### src/rtl/operand_stack.sv
// Single-cycle operand stack with PUSH/POP/REPLACE/BINARY/CLEAR and a sticky trap.
// Latency: results visible after the accepting edge; backpressure: ready drops permanently once a trap is raised.
module operand_stack #(
    parameter int WIDTH = 64,
    parameter int DEPTH = 16
) (
    input  logic                         clk,
    input  logic                         reset,
    input  logic                         valid,
    input  logic [2:0]                   op,
    input  logic [WIDTH-1:0]             data_in,
    output logic                         ready,
    output logic [WIDTH-1:0]             top,
    output logic [WIDTH-1:0]             second,
    output logic                         result_empty,
    output logic                         full,
    output logic [$clog2(DEPTH+1)-1:0]   count,
    output logic [2:0]                   trap
);
    localparam int CW = $clog2(DEPTH+1);
    localparam int AW = (DEPTH > 1) ? $clog2(DEPTH) : 1;

    localparam logic [2:0] OP_NOP     = 3'd0;
    localparam logic [2:0] OP_PUSH    = 3'd1;
    localparam logic [2:0] OP_POP     = 3'd2;
    localparam logic [2:0] OP_REPLACE = 3'd3;
    localparam logic [2:0] OP_BINARY  = 3'd4;
    localparam logic [2:0] OP_CLEAR   = 3'd5;

    localparam logic [2:0] TRAP_NONE  = 3'd0;
    localparam logic [2:0] TRAP_UNDER = 3'd1;
    localparam logic [2:0] TRAP_OVER  = 3'd2;
    localparam logic [2:0] TRAP_ILL   = 3'd3;

    logic [WIDTH-1:0] mem [DEPTH];
    logic [CW-1:0]    count_q, count_nxt;
    logic [2:0]       trap_q, trap_nxt;
    logic             wr_en;
    logic [AW-1:0]    wr_addr;
    logic [AW-1:0]    ptr0, ptr1, ptr2;
    logic             is_empty, is_full, has_two;

    // ptr0 is the next free slot, ptr1 the top, ptr2 the entry below it
    assign ptr0 = AW'(count_q);
    assign ptr1 = AW'(count_q - CW'(1));
    assign ptr2 = AW'(count_q - CW'(2));

    assign is_empty = (count_q == '0);
    assign is_full  = (count_q == CW'(DEPTH));
    assign has_two  = (count_q >= CW'(2));

    assign ready        = (trap_q == TRAP_NONE);
    assign result_empty = is_empty;
    assign full         = is_full;
    assign count        = count_q;
    assign trap         = trap_q;
    assign top          = is_empty ? '0 : mem[ptr1];
    assign second       = has_two  ? mem[ptr2] : '0;

    always_comb begin
        wr_en     = 1'b0;
        wr_addr   = ptr0;
        count_nxt = count_q;
        trap_nxt  = trap_q;
        if (valid && ready) begin
            case (op)
                OP_NOP: ;
                OP_PUSH: begin
                    if (is_full) begin
                        trap_nxt = TRAP_OVER;
                    end else begin
                        wr_en     = 1'b1;
                        wr_addr   = ptr0;
                        count_nxt = count_q + CW'(1);
                    end
                end
                OP_POP: begin
                    if (is_empty) trap_nxt  = TRAP_UNDER;
                    else          count_nxt = count_q - CW'(1);
                end
                OP_REPLACE: begin
                    if (is_empty) begin
                        trap_nxt = TRAP_UNDER;
                    end else begin
                        wr_en   = 1'b1;
                        wr_addr = ptr1;
                    end
                end
                OP_BINARY: begin
                    if (!has_two) begin
                        trap_nxt = TRAP_UNDER;
                    end else begin
                        wr_en     = 1'b1;
                        wr_addr   = ptr2;
                        count_nxt = count_q - CW'(1);
                    end
                end
                OP_CLEAR: count_nxt = '0;
                default:  trap_nxt  = TRAP_ILL;
            endcase
        end
    end

    always_ff @(posedge clk or negedge reset) begin
        if (!reset) begin
            count_q <= '0;
            trap_q  <= TRAP_NONE;
        end else begin
            count_q <= count_nxt;
            trap_q  <= trap_nxt;
        end
    end

    // Storage is never reset; reads are masked by count so stale slots never leak out
    always_ff @(posedge clk) begin
        if (wr_en) mem[wr_addr] <= data_in;
    end
endmodule

### config.mk
export PLATFORM = sky130hd
export DESIGN_NAME = operand_stack
export DESIGN_NICKNAME = d
export VERILOG_FILES = /design/src/rtl/operand_stack.sv
export SDC_FILE = /design/constraint.sdc
export NUM_CORES = 1
export LEC_CHECK = 0
export CORE_MARGIN = 10
export CORE_UTILIZATION = 30
export CTS_CLUSTER_SIZE = 28
export DETAILED_ROUTE_END_ITERATION = 7
export GPL_ROUTABILITY_DRIVEN = 1
export GPL_TIMING_DRIVEN = 1
export MAX_ROUTING_LAYER = met4
export SLEW_MARGIN = 20
export SYNTH_ARGS = -nofsm -noshare
export SYNTH_HDL_FRONTEND = slang
export SYNTH_SLANG_ARGS = --single-unit
### constraint.sdc
create_clock -name clk -period 8.7 [get_ports clk]
set_input_delay 0.87 -clock clk [delete_from_list [all_inputs] [get_ports clk]]
set_output_delay 0.87 -clock clk [all_outputs]
set_load 0.01 [all_outputs]
==> flow_summary.toml <==
[status]
status = "finished clean"

[setup_path]
reg2reg_slack_ns = 3.07
start_kind = "flip-flop"
worstPathArrival_ns = 5.58
rr_worst_depth = 10
reg2reg_to = "mem[5][31]"
required_ns = 7.83
crit_fanout = 19
endpoint_kind = "output port"
worstSetupPathType = "reg -> out"
reg2reg_from = "count[0]"

[finish]
area_growth_pct = 17.5
final_common_cell = "edfxtp_1"
layout-drive-gt1-share_pct = 32.8
seq_area_um2 = 30900
final_nets = 2504
layout_common_cells = "edfxtp_1 (1024), mux4_2 (576), clkdlybuf4s50_1 (207)"
fin_area_um2 = 56400
n_fill_cell = 14300
multiInputGateArea_um2 = 16400

[route]
drtIter0Drc = 2312
via_per_inst = 5.50
antenna_left = 0
remaining_drc_errors = 0
wirelength_mm = 138
wire_per_inst_um = 29.9
vias = 25200
dr.pass1.iters = 5

[clock_network]
cts_root_buffer = "clkbuf_16"
cts.sink_count = 1031
cts_buffers = 104
clock_latency_ns = 0.72
cts-resized-gates = 0
clockBufferDepth = 3
htreeDepth = 3
cts_setup_buffers = 0
hold_buffers = 0
clkTransAtPathRegs_ns = 0.06
cts_tree = "built"

[floorplanning]
num_rows = 146
dieHeight_um = 420
dieArea_um2 = 176000
core_um2 = 159000
start_util_pct = 30.2
io_pins = 209
die_w_um = 420

[global_routing]
grtUsageTotal_pct = 15.9
antenna_found_initial = 14
grt_pass1_wl_mm = 198
grt_max_degree = 161
grt_pass1_vias = 27300
grt_overflow = 0

[yosys]
synth_edf_count = 1024
yosysSeqAreaShare_pct = 64.5
synth_top_flop_cell = "edfxtp_1"
synth_fp_nets = 2319
ys_ff_latch = 1031
yosys_warnings = 0
syn-mean-instance-area_um2 = 21.4
syn_area_um2 = 48000
synthCells = 2242
ys_types = 50
synthArstFlopShare_pct = 0.679

[min_path]
hp-class = "in -> async"

[timing]
tightestPinTransition_ns = 1.16
maxSlewViolCount = 0
fin_crit_sh_pct = 74.1
fmax_ghz = 0.155
hold_violations = 0
setup_violations = 0
final.setup_skew_ns = 0.0453
rsz0062_at_grt = "false"
finalCriticalPeriod_ns = 6.45
tns_ns = 0
maxSlewHeadroom_pct = 22.6

[placement]
gp_congestion = 0.768
io_buffer_count = 207
dp.final_hpwl_mm = 76.6
place_area_um2 = 52600

[pwr]
total_leakage_power_nw = 16.9
power_density_nw_per_um2 = 391
ir_worst_vdd_mv = 0.376

[flow_run]
maxCapViolations = 0
## worst max-delay path by stage
stage | from | to | slack [ns]
floorplan | count[0] | mem[6][0] | 2.11
global placement | count[0] | top[17] | 2.89
detailed placement | count[0] | top[17] | 2.86
CTS | count[0] | top[17] | 2.01
global route | count[0] | top[38] | 1.84
finish | count[2] | top[19] | 2.25
## Yosys cell counts, drive strengths merged (7+ instances only)
cell | number | area (um2)
edfxtp | 1024 | 30700
mux4 | 576 | 13000
a211oi | 128 | 961
buf | 112 | 564
clkbuf | 73 | 274
mux2i | 67 | 671
nor2b | 67 | 419
and2 | 64 | 400
a21oi | 17 | 85.1
nor2 | 16 | 60.1
o21ai | 16 | 80.1
dfrtp | 7 | 175
ha | 7 | 87.6
nand3 | 7 | 35.0
## sequential cells by signal (all words and copies together), names as in the netlist
register / flops
count: 5
trap: 2
mem: 1024
## logic make-up after synthesis
group	synth area share, %
compound gates	2.69
xor+xnor	0.0730
fa+ha+maj	0.183
buf+inv	1.80
flops	64.5
mux	28.4
other cells	0.00782
simple gates	2.37
## area by class of cell
cell class | count | share of cell area (%)
Tap cell | 2072 | 4.60
Clock buffer | 116 | 4.70
Timing Repair Buffer | 264 | 4.78
Inverter | 5 | 0.0422
Antenna cell | 4 | 0.0178
Clock inverter | 79 | 1.82
Sequential cell | 1031 | 54.9
Multi-Input combinational cell | 1021 | 29.2
## routing by layer
metal | GRT usage, % | wire, um | vias up
li1 | - | - | 10300
met1 | 18.8 | 52900 | 13900
met2 | 27.4 | 72200 | 870
met3 | 2.50 | 7730 | 244
met4 | 5.71 | 4670 | 0
met5 | - | 0 | -
## worst max-delay path: stages (launching register included)
cell             delay, ns
dfrtp_1               0.59
inv_1                 0.25
ha_1                  0.27
a21boi_1              0.49
xor2_4                0.80
buf_4                 0.52
and2_1                0.19
a211oi_1              0.05
a211oi_1              0.96
clkdlybuf4s50_1       0.71
## stage by stage
step,total power (W),hold WS [ns],utilization (%),instances,worst slack [ns]
2_1_floorplan,0.0128,0.556,-,2242,2.11
3_3_place_gp,0.0176,0.530,33.2,4391,2.89
3_5_place_dp,0.0176,0.549,33.2,4391,2.86
4_1_cts,0.0225,0.374,35.5,4586,2.01
5_1_grt,0.0231,0.417,35.5,4591,1.84
6_report,0.0220,0.415,35.5,4592,2.25
## power breakdown
| group | leakage [nW] | switching [W] | total [W] | internal [W] |
|---|---|---|---|---|
| clock | 1.79 | 0.00196 | 0.00477 | 0.00281 |
| sequential | 9.28 | 0.0000952 | 0.00559 | 0.00550 |
| combinational | 5.86 | 0.00593 | 0.0117 | 0.00575 |
| total | 16.9 | 0.00799 | 0.0220 | 0.0140 |
(Power assumes the default switching activity.)
